`src/rtl/optic_tx_pkg.sv`:
```
// optic_tx_pkg
//   Shared constants and helpers for the optic TX frame loader slice.
//   - ST_* : loader state encoding (IDLE -> FLUSH -> EXTEND -> GAP -> IDLE)
//   - BUF_DEPTH : shadow buffer depth for the default 14-channel build
//   - clog2 : ceiling log2 used to size channel / index / counter fields
package optic_tx_pkg;

  localparam logic [1:0] ST_IDLE   = 2'd0;
  localparam logic [1:0] ST_FLUSH  = 2'd1;
  localparam logic [1:0] ST_EXTEND = 2'd2;
  localparam logic [1:0] ST_GAP    = 2'd3;

  localparam int CH_NUM_DEF = 14;
  localparam int BUF_DEPTH  = 2 * CH_NUM_DEF;

  // Ceiling log2; clog2(1) = 0.
  function automatic int clog2(input int value);
    int v;
    int r;
    v = value - 1;
    r = 0;
    while (v > 0) begin
      r = r + 1;
      v = v >> 1;
    end
    return r;
  endfunction

endpackage

```
`src/rtl/optic_pulse_extend.sv`:
```
// optic_pulse_extend
//   Counter-based level stretcher. A start pulse drives level high for
//   EXT_LEN cycles, then holds it low for GAP_LEN cycles before re-arming.
//   Ports:
//     clk_sys, reset : clock and synchronous active-high reset
//     start          : one-cycle trigger, honoured only while idle
//     level          : registered stretched level
//     ext_done       : high in the last high cycle (high phase ends next edge)
//     done           : high in the last gap cycle (extender idles next edge)
module optic_pulse_extend
  import optic_tx_pkg::*;
#(
  parameter int EXT_LEN = 8,
  parameter int GAP_LEN = 4
) (
  input  logic clk_sys,
  input  logic reset,
  input  logic start,
  output logic level,
  output logic ext_done,
  output logic done
);

  localparam int MAX_LEN = (EXT_LEN > GAP_LEN) ? EXT_LEN : GAP_LEN;
  localparam int CNT_W   = clog2(MAX_LEN + 1);

  localparam logic [1:0] PH_IDLE = 2'd0;
  localparam logic [1:0] PH_EXT  = 2'd1;
  localparam logic [1:0] PH_GAP  = 2'd2;

  logic [1:0]       ph_q, ph_d;
  logic [CNT_W-1:0] cnt_q, cnt_d;
  logic             level_q, level_d;

  // Phase sequencing and counter for the high and gap windows.
  always_comb begin
    ph_d     = ph_q;
    cnt_d    = cnt_q;
    level_d  = level_q;
    ext_done = (ph_q == PH_EXT) && (cnt_q == CNT_W'(EXT_LEN - 1));
    done     = (ph_q == PH_GAP) && (cnt_q == CNT_W'(GAP_LEN - 1));
    case (ph_q)
      PH_IDLE: begin
        if (start) begin
          ph_d    = PH_EXT;
          cnt_d   = {CNT_W{1'b0}};
          level_d = 1'b1;
        end else begin
          level_d = 1'b0;
        end
      end
      PH_EXT: begin
        if (ext_done) begin
          ph_d    = PH_GAP;
          cnt_d   = {CNT_W{1'b0}};
          level_d = 1'b0;
        end else begin
          cnt_d = cnt_q + CNT_W'(1);
        end
      end
      PH_GAP: begin
        if (done) begin
          ph_d  = PH_IDLE;
          cnt_d = {CNT_W{1'b0}};
        end else begin
          cnt_d = cnt_q + CNT_W'(1);
        end
      end
      default: begin
        ph_d    = PH_IDLE;
        cnt_d   = {CNT_W{1'b0}};
        level_d = 1'b0;
      end
    endcase
  end

  // Phase, counter and level registers.
  always_ff @(posedge clk_sys) begin
    if (reset) begin
      ph_q    <= PH_IDLE;
      cnt_q   <= {CNT_W{1'b0}};
      level_q <= 1'b0;
    end else begin
      ph_q    <= ph_d;
      cnt_q   <= cnt_d;
      level_q <= level_d;
    end
  end

  assign level = level_q;

endmodule

```
`src/rtl/optic_tx_frame_loader.sv`:
```
// optic_tx_frame_loader
//   Buffers per-channel TX command words (CH_NUM channels x 2 words) and, on
//   frame_end, replays them as one-hot channel writes to the optic encoder,
//   then raises sfp_rx_end_extend for EXT_LEN cycles followed by a GAP_LEN
//   quiet window so the slower TX clock domain can see the start level.
//   Ports:
//     clk_sys, reset              : clock, synchronous active-high reset
//     cmd_valid/cmd_ready         : command handshake (ready only in IDLE)
//     cmd_ch, cmd_word, cmd_data  : target channel, word select, payload
//     frame_end                   : end-of-frame strobe, starts the flush
//     tx_wea_s, tx_waddr, tx_wdata: registered encoder write port
//     sfp_rx_end_extend           : stretched transmit-start level
//     busy                        : loader not in IDLE
//     cmd_err                     : pulse after an out-of-range channel command
//     frame_ovr                   : sticky, frame_end seen while busy
module optic_tx_frame_loader
  import optic_tx_pkg::*;
#(
  parameter int CH_NUM  = 14,
  parameter int CH_W    = 4,
  parameter int EXT_LEN = 8,
  parameter int GAP_LEN = 4
) (
  input  logic              clk_sys,
  input  logic              reset,
  input  logic              cmd_valid,
  output logic              cmd_ready,
  input  logic [CH_W-1:0]   cmd_ch,
  input  logic              cmd_word,
  input  logic [31:0]       cmd_data,
  input  logic              frame_end,
  output logic [CH_NUM-1:0] tx_wea_s,
  output logic              tx_waddr,
  output logic [31:0]       tx_wdata,
  output logic              sfp_rx_end_extend,
  output logic              busy,
  output logic              cmd_err,
  output logic              frame_ovr
);

  localparam int BUF_D = 2 * CH_NUM;
  localparam int IDX_W = clog2(BUF_D);

  logic [1:0]        state_q, state_d;
  logic [IDX_W-1:0]  k_q, k_d;
  logic [BUF_D-1:0]  valid_q, valid_d;
  logic [CH_NUM-1:0] wea_q, wea_d;
  logic              waddr_q, waddr_d;
  logic [31:0]       wdata_q, wdata_d;
  logic              cmd_err_q, cmd_err_d;
  logic              ovr_q, ovr_d;
  logic              start_q, start_d;
  logic [31:0]       mem_q [BUF_D];

  logic              accept_s;
  logic              ch_bad_s;
  logic              wr_en_s;
  logic [CH_W:0]     wr_idx_s;
  logic              last_k_s;
  logic              ext_done_s;
  logic              gap_done_s;

  // Command acceptance, buffer bookkeeping, flush sequencing and write port.
  always_comb begin
    accept_s  = cmd_valid & (state_q == ST_IDLE);
    ch_bad_s  = ({1'b0, cmd_ch} >= (CH_W + 1)'(CH_NUM));
    wr_en_s   = accept_s & ~ch_bad_s;
    wr_idx_s  = {cmd_ch, cmd_word};
    last_k_s  = (k_q == IDX_W'(BUF_D - 1));

    state_d   = state_q;
    k_d       = k_q;
    valid_d   = valid_q;
    wea_d     = {CH_NUM{1'b0}};
    waddr_d   = waddr_q;
    wdata_d   = wdata_q;
    start_d   = 1'b0;
    cmd_err_d = accept_s & ch_bad_s;
    ovr_d     = ovr_q | (frame_end & (state_q != ST_IDLE));

    if (wr_en_s) begin
      valid_d[wr_idx_s] = 1'b1;
    end else begin
      valid_d = valid_q;
    end

    case (state_q)
      ST_IDLE: begin
        // A command accepted alongside frame_end is already in valid_d and
        // mem, so it is picked up by this flush.
        if (frame_end) begin
          state_d = ST_FLUSH;
          k_d     = {IDX_W{1'b0}};
        end else begin
          state_d = ST_IDLE;
        end
      end
      ST_FLUSH: begin
        // Every slot costs one cycle whether or not it holds data.
        if (valid_q[k_q]) begin
          wea_d   = CH_NUM'(1) << k_q[IDX_W-1:1];
          waddr_d = k_q[0];
          wdata_d = mem_q[k_q];
        end else begin
          wea_d = {CH_NUM{1'b0}};
        end
        if (last_k_s) begin
          valid_d = {BUF_D{1'b0}};
          state_d = ST_EXTEND;
          start_d = 1'b1;
          k_d     = {IDX_W{1'b0}};
        end else begin
          k_d = k_q + IDX_W'(1);
        end
      end
      ST_EXTEND: begin
        if (ext_done_s) begin
          state_d = ST_GAP;
        end else begin
          state_d = ST_EXTEND;
        end
      end
      ST_GAP: begin
        if (gap_done_s) begin
          state_d = ST_IDLE;
        end else begin
          state_d = ST_GAP;
        end
      end
      default: begin
        state_d = ST_IDLE;
      end
    endcase
  end

  // Control and output registers.
  always_ff @(posedge clk_sys) begin
    if (reset) begin
      state_q   <= ST_IDLE;
      k_q       <= {IDX_W{1'b0}};
      valid_q   <= {BUF_D{1'b0}};
      wea_q     <= {CH_NUM{1'b0}};
      waddr_q   <= 1'b0;
      wdata_q   <= 32'd0;
      cmd_err_q <= 1'b0;
      ovr_q     <= 1'b0;
      start_q   <= 1'b0;
    end else begin
      state_q   <= state_d;
      k_q       <= k_d;
      valid_q   <= valid_d;
      wea_q     <= wea_d;
      waddr_q   <= waddr_d;
      wdata_q   <= wdata_d;
      cmd_err_q <= cmd_err_d;
      ovr_q     <= ovr_d;
      start_q   <= start_d;
    end
  end

  // Shadow buffer payload; the valid bits alone say what is meaningful.
  always_ff @(posedge clk_sys) begin
    if (wr_en_s) begin
      mem_q[wr_idx_s] <= cmd_data;
    end
  end

  // start_q is one cycle late so the stretched level rises one cycle after
  // the last flush slot.
  optic_pulse_extend #(
    .EXT_LEN (EXT_LEN),
    .GAP_LEN (GAP_LEN)
  ) u_extend (
    .clk_sys  (clk_sys),
    .reset    (reset),
    .start    (start_q),
    .level    (sfp_rx_end_extend),
    .ext_done (ext_done_s),
    .done     (gap_done_s)
  );

  assign cmd_ready = (state_q == ST_IDLE);
  assign busy      = (state_q != ST_IDLE);
  assign tx_wea_s  = wea_q;
  assign tx_waddr  = waddr_q;
  assign tx_wdata  = wdata_q;
  assign cmd_err   = cmd_err_q;
  assign frame_ovr = ovr_q;

endmodule

```
`config.mk`:
```
export PLATFORM = sky130hd
export DESIGN_NAME = optic_tx_frame_loader
export DESIGN_NICKNAME = d
export VERILOG_FILES = /design/src/rtl/optic_tx_pkg.sv /design/src/rtl/optic_pulse_extend.sv /design/src/rtl/optic_tx_frame_loader.sv
export SDC_FILE = /design/constraint.sdc
export NUM_CORES = 1
export LEC_CHECK = 0
export CAP_MARGIN = 15
export CELL_PAD_IN_SITES_DETAIL_PLACEMENT = 1
export CELL_PAD_IN_SITES_GLOBAL_PLACEMENT = 1
export CORE_AREA = 2 2 391 393
export DETAILED_ROUTE_END_ITERATION = 12
export DIE_AREA = 0 0 393 395
export PLACE_DENSITY = 0.42
export REMOVE_ABC_BUFFERS = 1
export SLEW_MARGIN = 20
export SYNTH_ARGS = -nofsm -noshare
export SYNTH_HDL_FRONTEND = slang
export SYNTH_HIERARCHICAL = 1
export SYNTH_SLANG_ARGS = --single-unit
```
`constraint.sdc`:
```
create_clock -name clk_sys -period 6 [get_ports clk_sys]
set_clock_uncertainty 0.2 [all_clocks]
set_input_delay 1.8 -clock clk_sys [delete_from_list [all_inputs] [get_ports clk_sys]]
set_output_delay 1.8 -clock clk_sys [all_outputs]
set_load 0.005 [all_outputs]
```
==> results of run 1 <==
[worst max-delay path by stage]
stage,from,slack (ps),cells past startpoint,to
after floorplan,k_q[1]$_SDFFE_PP0P_,-5820,4,tx_wdata[31]$_SDFFE_PP0P_
after global placement,cmd_valid,760,6,mem_q[7][24]$_DFFE_PP_
after detailed placement,cmd_valid,740,6,mem_q[23][27]$_DFFE_PP_
after CTS,cmd_valid,1490,6,mem_q[23][26]$_DFFE_PP_
after global routing,cmd_valid,1370,6,mem_q[23][27]$_DFFE_PP_
final,cmd_valid,1520,6,mem_q[23][27]$_DFFE_PP_
[layout make-up]
cell class | count | area [um^2]
Antenna cell | 1 | 2.502
Clock buffer | 154 | 3102
Clock inverter | 53 | 402.9
Fill cell | 15200 | 106000
Inverter | 7 | 27.53
Multi-Input combinational cell | 688 | 8628
Sequential cell | 988 | 28760
Tap cell | 2030 | 2540
Timing Repair Buffer | 178 | 1684
[report_power, final]
part | internal, W | switching, W | leakage [nW]
clock network | 0.00380 | 0.00275 | 1.72
registers | 0.00755 | 0.0000283 | 8.81
logic | 0.000185 | 0.000333 | 3.04
total | 0.0115 | 0.00311 | 13.6
[worst max-delay path: cells and delay by family]
family	cells	cell delay, ps
simple gates	3	1430
compound gates	1	300
buf+inv	2	960
[cells in the final DEF (no fill, tap or decap), types with 12 or more instances in the layout]
master,n
edfxtp_1,896
mux4_2,229
clkbuf_16,113
dfxtp_1,88
clkdlybuf4s50_1,81
buf_4,73
a22oi_1,66
mux2i_1,39
nor2b_1,37
a31oi_1,36
o21ai_0,36
a21o_1,33
clkbuf_1,29
o21a_1,28
mux2_1,26
nor2_4,25
clkinv_2,23
nand2_1,20
clkinv_1,19
nor3_1,17
buf_12,13
nor2_1,12
clkbuf_8,12
[state kept, by name (all words and copies together) (netlist names)]
| name | flops |
|---|---|
| k_q | 5 |
| tx_wdata | 32 |
| start_q | 1 |
| u_extend/ph_q | 2 |
| tx_waddr | 1 |
| frame_ovr | 1 |
| cmd_err | 1 |
| tx_wea_s | 14 |
| u_extend/cnt_q | 4 |
| mem_q | 896 |
| valid_q | 28 |
| state_q | 2 |
| u_extend/level | 1 |
[logic make-up (layout without fill, tap and decap cells)]
kind of cell | count (synthesis) | in the layout
multiplexers | 302 | 302
adder cells (fa/ha/maj) | 6 | 6
other | 0 | 1
buffers and inverters | 110 | 392
AO/OA/AOI/OAI | 222 | 222
flip-flops | 988 | 988
AND/OR/NAND/NOR | 158 | 158
[cell usage after synthesis (26+ instances only)]
master	n	area, um^2
mux4_2	229	5157
o21a_1	28	210.2
nor2_1	37	138.9
mux2i_1	39	390.4
nor2b_1	37	231.5
a31oi_1	36	225.2
clkbuf_1	55	206.5
buf_2	40	200.2
o21ai_0	36	180.2
mux2_1	26	292.8
a22oi_1	66	495.5
dfxtp_1	92	1842
a21o_1	33	247.7
edfxtp_1	896	26910
[stage by stage]
stage                     power, W  utilization, %
after floorplan           0.007986               -
after global placement    0.008254           27.56
after detailed placement  0.008266           27.56
after CTS                  0.01488           29.88
after global routing       0.01515           29.86
final                      0.01464           29.86
[layer usage]
metal / up-vias / wire [um] / track usage, %
met4: 0 / 2138 / 3.277
met1: 9956 / 48040 / 18.84
met2: 339 / 54340 / 23.68
met5: - / 0 / 0
li1: 7858 / - / -
met3: 136 / 3605 / 2.170
==> impl_metrics.json, run 1 <==
{
  "power_density_mw_per_mm2": 324.2,
  "dieWidth_um": 393,
  "synth_top_family_by_area": "multiplexers",
  "worstPathRequired_ps": 6130,
  "critical_path.endpoint_type": "flop",
  "row_count": 143,
  "grt_overflow_total": 0,
  "place_inst": 3891,
  "place.gp.congestion": 0.7162,
  "cts_tree": "built",
  "core_mm2": 0.1512,
  "regToRegEndpoint": "tx_wdata[28]$_SDFFE_PP0P_",
  "crit_path_start_kind": "primary input",
  "avgSynthCellArea_um2": 21.07,
  "io_pins": 93,
  "firstDrtPassIters": 7,
  "cts_buffers": 110,
  "grt_pass1_vias": 20090,
  "cts.repair.resized": 0,
  "ys_async_sr_fraction_pct": 0,
  "clock_latency_ps": 710,
  "drc": 0,
  "synth-simple-area-share_pct": 2.258,
  "path_class": "primary input to flop",
  "clockBufferDepth": 3,
  "status": "finished, final reports clean",
  "dp_hpwl_mm": 65.55,
  "drive_gt1_share_pct": 26.02,
  "yosysSeqAreaShare_pct": 76.40,
  "min_path_type": "flop to flop",
  "r2r_start": "k_q[1]$_SDFFE_PP0P_",
  "crit_arrival_ps": 4610,
  "place_area_mm2": 0.04168,
  "synthesis.area_mm2": 0.03763,
  "hp-start": "valid_q[26]$_SDFF_PP0_",
  "cts_root_buf": "clkbuf_16",
  "synth_xor_area_share_pct": 0,
  "ant_nets": 0,
  "synth_flop_cell": "edfxtp_1",
  "grt_max_degree": 62,
  "start_util_pct": 24.89,
  "crit_chain": "clkdlybuf4s50_1, or3b_2, a31oi_1, nand3_1, nor3_2, buf_4",
  "nNetsFinal": 2020,
  "syn_to_final_growth_pct": 19.98,
  "synth_fa_ha_area_share_pct": 0.1995,
  "ys_seq_elements": 988,
  "vias": 18290,
  "muxShareOfSynthArea_pct": 15.76,
  "rsz0062_at_grt": "false",
  "tns_ps": 0,
  "final_area_mm2": 0.04515,
  "cap_violations": 0,
  "synth_compound_area_share_pct": 4.080,
  "grt_pass1_wl_mm": 154.8,
  "hold_violations": 0,
  "cts_hold_buf": 0,
  "finalNonFillerCells": 4099,
  "globalRouteTotalUtil_pct": 14.01,
  "avgViaCountPerCell": 4.462,
  "crit_slowest_cell": "nand3_1",
  "htreeDepth": 3,
  "cts_sinks": 988,
  "synth-edff-count": 896,
  "min_path_cells": 1,
  "dpl_worst_slack_ps": 739.1,
  "synth_cells": 1786,
  "post-route-period-util_pct": 74.74,
  "drt-total-wl_mm": 108.1,
  "antenna_found_initial": 5,
  "synth_cell_types": 51,
  "postCtsSetupRepairBufs": 0,
  "tightest_slew_ps": 1093,
  "slowest_delay_ps": 550,
  "final-setup-viol-count": 0,
  "p_leak_nw": 13.57,
  "min_period_ps": 4485,
  "clk_transition_reported_paths_ps": 60,
  "reg2reg_depth": 7,
  "ys_warn_count": 6,
  "drv_slew": 0,
  "dieArea_mm2": 0.1552,
  "drt_iter0_markers": 1340,
  "postLayoutSetupSlackWorst_ps": 1515,
  "relSlewSlack_pct": 26.92,
  "clock.fmax_mhz": 223.0,
  "r2r_slack_ps": 2310,
  "hold_end": "valid_q[26]$_SDFF_PP0_",
  "wl_per_cell_um": 26.38,
  "fp.dieH_um": 395,
  "port-buffer-count": 92,
  "critPathMaxFanout": 23,
  "holdWs_ps": 261.8,
  "ir_drop_mv": 0.1771
}
(Power assumes the default switching activity.)
==> run 2, diff against run 1 <==
--- a/config.mk
+++ b/config.mk
@@ -11,7 +11,7 @@
 export CORE_AREA = 2 2 391 393
 export DETAILED_ROUTE_END_ITERATION = 12
 export DIE_AREA = 0 0 393 395
-export PLACE_DENSITY = 0.42
+export PLACE_DENSITY = 0.44
 export REMOVE_ABC_BUFFERS = 1
 export SLEW_MARGIN = 20
 export SYNTH_ARGS = -nofsm -noshare
==> constraint.sdc (replaced) <==
create_clock -name clk_sys -period 3.8 [get_ports clk_sys]
set_clock_uncertainty 0.2 [all_clocks]
set_input_delay 1.14 -clock clk_sys [delete_from_list [all_inputs] [get_ports clk_sys]]
set_output_delay 1.14 -clock clk_sys [all_outputs]
set_load 0.005 [all_outputs]
==> run 2 against run 1 <==
Power increased by 62%. Core utilization increased by 0.61 points. Combinational power increased by 69%. Wire length increased by 1.6%. Worst setup slack got worse by 1300 ps. Non-clock buffer count increased by 42. Final cell count increased by 0.95%. Final area increased by 2.0%. Global-route usage increased by 0.23 points. First-iteration DRC count decreased by 8.7%. Count of clock-buffer cells in the layout decreased by 24. Critical endpoint is now cmd_ready. Largest cell class unchanged. Highest routed layer unchanged.
==> impl_metrics.json, run 2 (synthesis results as in run 1) <==
{
  "firstDrtPassIters": 5,
  "wl_per_cell_um": 26.54,
  "cap_violations": 0,
  "critPathMaxFanout": 10,
  "io_pins": 93,
  "syn_to_final_growth_pct": 22.42,
  "crit_path_start_kind": "flop",
  "grt_overflow_total": 0,
  "drt_iter0_markers": 1223,
  "drc": 0,
  "row_count": 143,
  "final-setup-viol-count": 0,
  "cts_hold_buf": 0,
  "nNetsFinal": 2062,
  "clockBufferDepth": 3,
  "cts_root_buf": "clkbuf_16",
  "grt_pass1_wl_mm": 157.2,
  "status": "finished, final reports clean",
  "crit_arrival_ps": 2210,
  "clock.fmax_mhz": 281.9,
  "layout_commonest_cell": "edfxtp_1",
  "path_class": "flop to primary output",
  "drv_slew": 0,
  "vias": 18540,
  "worstPathRequired_ps": 2460,
  "critical_path.endpoint_type": "primary output",
  "cts_sinks": 988,
  "place.gp.congestion": 0.7410,
  "postCtsSetupRepairBufs": 0,
  "min_period_ps": 3548,
  "final_cell_mix": "896 x edfxtp_1, 229 x mux4_2, 112 x clkbuf_16",
  "drive_gt1_share_pct": 27.48,
  "top_register": "mem_q",
  "fp.dieH_um": 395,
  "grt_max_degree": 69,
  "post-route-period-util_pct": 93.36,
  "grt_pass1_vias": 20150,
  "holdWs_ps": 260.9,
  "fill_cells": 15160,
  "hold_violations": 0,
  "dieArea_mm2": 0.1552,
  "dieWidth_um": 393,
  "htreeDepth": 3,
  "relSlewSlack_pct": 37.37,
  "port-buffer-count": 92,
  "power_density_mw_per_mm2": 515.2,
  "tightest_slew_ps": 939.4,
  "clock_latency_ps": 710,
  "ir_drop_mv": 0.3727,
  "globalRouteTotalUtil_pct": 14.24,
  "ant_nets": 0,
  "min_path_type": "flop to flop",
  "p_total_w": 0.02373,
  "cts_buffers": 110,
  "antenna_found_initial": 2,
  "drt-total-wl_mm": 109.8,
  "rsz0062_at_grt": "false",
  "fin_util_pct": 30.47,
  "cts.repair.resized": 0,
  "clk_transition_reported_paths_ps": 60,
  "avgViaCountPerCell": 4.479,
  "core_mm2": 0.1512,
  "cts_tree": "built",
  "largest_reg_flops": 896,
  "start_util_pct": 24.89,
  "dp_hpwl_mm": 67.60,
  "p_leak_nw": 13.97
}
[run 2: through the flow]
stage	TNS (ps)	worst slack [ps]	area (um^2)	instances
after floorplan	-911550	-8020	37160	1683
after global placement	0	7.034	42380	3933
after detailed placement	0	11.35	42380	3933
after CTS	0	105.6	46060	4137
after global routing	0	105.3	46060	4137
final	0	252.2	46060	4138
[run 2: final cells by class]
class / instances / area [um^2] / area share, %
flip-flops and latches: 988 / 28760 / 62.43
well taps: 2030 / 2540 / 5.514
clock buffers: 130 / 2890 / 6.274
clock inverters: 74 / 789.5 / 1.714
diodes: 1 / 2.502 / 0.005432
multi-input cells: 688 / 8622 / 18.72
inverters: 7 / 27.53 / 0.05976
repair buffers: 220 / 2432 / 5.280
[run 2: report_power, final]
group,internal (W),switching [W]
clock network,0.00650,0.00441
logic,0.000324,0.000552
registers,0.0119,0.0000425
[run 2: final timing paths]
path	from	end	slack [ps]	depth (start not counted)
worst max register to register	k_q[0]$_SDFFE_PP0P_	tx_wdata[24]$_SDFFE_PP0P_	630	6
worst min register to register	u_extend/level$_SDFFE_PP0P_	u_extend/level$_SDFFE_PP0P_	260	2
worst min-delay path	u_extend/level$_SDFFE_PP0P_	u_extend/level$_SDFFE_PP0P_	260	2
worst max-delay path	state_q[1]$_SDFFE_PP0P_	cmd_ready	250	2
[run 2: critical path, stage by stage, from the launching register on]
cell,delay [ps]
dfxtp_1,430
nor2_1,460
clkdlybuf4s50_1,600
[run 2: metal layers]
metal / up-vias / part of all wire, % / global-route usage (%)
met5: - / 0 / 0
met4: 0 / 2.3 / 3.688
met3: 147 / 3.3 / 2.095
met2: 365 / 48 / 23.16
met1: 10060 / 46 / 19.88
li1: 7964 / - / -
==> run 3, diff against run 2 <==
--- a/config.mk
+++ b/config.mk
@@ -8,13 +8,14 @@
 export CAP_MARGIN = 15
 export CELL_PAD_IN_SITES_DETAIL_PLACEMENT = 1
 export CELL_PAD_IN_SITES_GLOBAL_PLACEMENT = 1
-export CORE_AREA = 2 2 391 393
+export CORE_AREA = 2 2 293 295
 export DETAILED_ROUTE_END_ITERATION = 12
-export DIE_AREA = 0 0 393 395
-export PLACE_DENSITY = 0.44
+export DIE_AREA = 0 0 295 297
+export PLACE_DENSITY = 0.69
 export REMOVE_ABC_BUFFERS = 1
 export SLEW_MARGIN = 20
 export SYNTH_ARGS = -nofsm -noshare
 export SYNTH_HDL_FRONTEND = slang
 export SYNTH_HIERARCHICAL = 1
 export SYNTH_SLANG_ARGS = --single-unit
+export TNS_END_PERCENT = 100
==> run 3 against run 2 <==
Wire length fell by 13%. Fmax increased by 3.3%. Count of clock-buffer cells in the layout rose by 3. Highest routed layer is now met5. Core utilization up 22 points. Largest power group unchanged. Final area fell by 3.1%. Global-route usage grew 8.0 points. Largest cell class unchanged. Clock power is 9.7% lower. Critical path type unchanged.
==> impl_metrics.json, run 3 (synthesis results as in run 1) <==
{
  "status": "finished, final reports clean",
  "grt_pass1_wl_mm": 141.5,
  "largest_reg_flops": 896,
  "io_pins": 93,
  "layout_commonest_cell": "edfxtp_1",
  "drt-total-wl_mm": 95.49,
  "cts_buffers": 100,
  "cts_tree": "built",
  "hold_end": "valid_q[22]$_SDFF_PP0_",
  "dpl_worst_slack_ps": -4.812,
  "sw_frac_of_total_pct": 20.53,
  "crit_start": "state_q[1]$_SDFFE_PP0P_",
  "drive_gt1_share_pct": 27.10,
  "p_seq_share_pct": 52.7,
  "ant_nets": 0,
  "tightest_slew_ps": 847.2,
  "min_period_ps": 3435,
  "row_count": 107,
  "critical_path.endpoint_type": "primary output",
  "p_total_w": 0.02266,
  "r2r_start": "k_q[1]$_SDFFE_PP0P_",
  "core_mm2": 0.08448,
  "start_util_pct": 44.54,
  "holdWs_ps": 265.6,
  "place_inst": 3061,
  "p_switching_w": 0.004652,
  "hold_violations": 0,
  "fp.dieH_um": 297,
  "cts_sinks": 988,
  "syn_to_final_growth_pct": 18.67,
  "comb_power_share_pct": 3.9,
  "final-setup-viol-count": 0,
  "grt_overflow_total": 0,
  "ir_drop_mv": 0.3177,
  "cts_root_buf": "clkbuf_16",
  "globalRouteTotalUtil_pct": 22.24,
  "grt_pass1_vias": 20110,
  "crit_path_start_kind": "flop",
  "reg2reg_depth": 6,
  "p_leak_nw": 13.81,
  "drt_iter0_markers": 1758,
  "clk_transition_reported_paths_ps": 60,
  "htreeDepth": 3,
  "postCtsSetupRepairBufs": 0,
  "worstPathRequired_ps": 2460,
  "cap_violations": 0,
  "wl_per_cell_um": 29.40,
  "cts_hold_buf": 0,
  "min_path_type": "flop to flop",
  "finalNonFillerCells": 3248,
  "r2r_slack_ps": 580,
  "p_int_w": 0.01801,
  "place.gp.congestion": 0.7942,
  "clockBufferDepth": 3,
  "pwr-share-clk_pct": 43.4,
  "regToRegEndpoint": "tx_wdata[31]$_SDFFE_PP0P_",
  "antenna_found_initial": 5,
  "vias": 18830,
  "cts.repair.resized": 0,
  "nNetsFinal": 2066,
  "fill_cells": 7392,
  "clock_latency_ps": 660,
  "dieArea_mm2": 0.08762,
  "post-route-period-util_pct": 90.39,
  "min_path_cells": 1,
  "hp-start": "valid_q[22]$_SDFF_PP0_",
  "firstDrtPassIters": 5,
  "drc": 0,
  "avgViaCountPerCell": 5.798,
  "dieWidth_um": 295,
  "slowest_delay_ps": 590,
  "drv_slew": 0,
  "dp_hpwl_mm": 60.86,
  "grt_max_degree": 53,
  "clock.fmax_mhz": 291.2,
  "critPathMaxFanout": 10,
  "top_register": "mem_q",
  "power_density_mw_per_mm2": 507.5,
  "rsz0062_at_grt": "false",
  "postLayoutSetupSlackWorst_ps": 365.4,
  "crit_slowest_cell": "clkdlybuf4s50_1",
  "crit_chain": "nor2_1, clkdlybuf4s50_1",
  "final_cell_mix": "896 x edfxtp_1, 229 x mux4_2, 102 x clkbuf_16",
  "crit_arrival_ps": 2090,
  "path_class": "flop to primary output",
  "port-buffer-count": 92,
  "relSlewSlack_pct": 43.52
}
==> run 3: per-stage QoR <==
| stage | utilization, % | setup TNS [ps] | instance area, um^2 |
|---|---|---|---|
| 6_report | 52.86 | 0 | 44650 |
| 3_5_place_dp | 48.96 | -90.88 | 41360 |
| 4_1_cts | 52.85 | 0 | 44650 |
| 2_1_floorplan | - | -911550 | 37160 |
| 5_1_grt | 52.86 | 0 | 44650 |
| 3_3_place_gp | 48.96 | 0 | 41360 |
==> run 3: layout make-up <==
cell class / count / area, um^2 / area share, %
clock inverter: 53 / 578.1 / 1.295
sequential: 988 / 28760 / 64.41
timing repair buffer: 234 / 2522 / 5.649
tap: 1144 / 1431 / 3.206
inverter: 7 / 26.28 / 0.05884
antenna: 1 / 2.502 / 0.005604
clock buffer: 133 / 2709 / 6.067
multi-input combinational: 688 / 8622 / 19.31
==> run 3: critical path, delay by kind of cell, from the launching register on <==
| kind | cells | cell delay (ps) |
|---|---|---|
| and+or+nand+nor | 1 | 420 |
| buffers and inverters | 1 | 590 |
| DFF | 1 | 420 |
==> run 3: layer usage <==
layer / GRT usage (%) / routed length, um / up-vias / part of all wire (%)
li1: - / - / 7937 / -
met4: 5.892 / 1973 / 2 / 2.1
met1: 31.05 / 39690 / 10120 / 42
met2: 36.69 / 48070 / 665 / 50
met3: 3.437 / 5745 / 103 / 6.0
met5: 0 / 13 / - / 0.014
==> run 3: worst max-delay path by stage <==
stage                                           end  slack, ps  depth (start not counted)
final                                     cmd_ready        370                          2
after floorplan           tx_wdata[31]$_SDFFE_PP0P_      -8020                          4
after global placement      mem_q[18][22]$_DFFE_PP_         30                          8
after global routing                           busy        310                          3
after CTS                                 cmd_ready        310                          2
after detailed placement    mem_q[18][18]$_DFFE_PP_         -5                          8
==> run 3: power by group through the flow <==
stage               sequential, W  clock (W)  combinational, W
floorplan                  0.0122          0          0.000389
global placement           0.0122          0          0.000853
detailed placement         0.0122          0          0.000880
CTS                        0.0119     0.0100          0.000885
global route               0.0119     0.0104          0.000936
finish                     0.0119    0.00984          0.000872
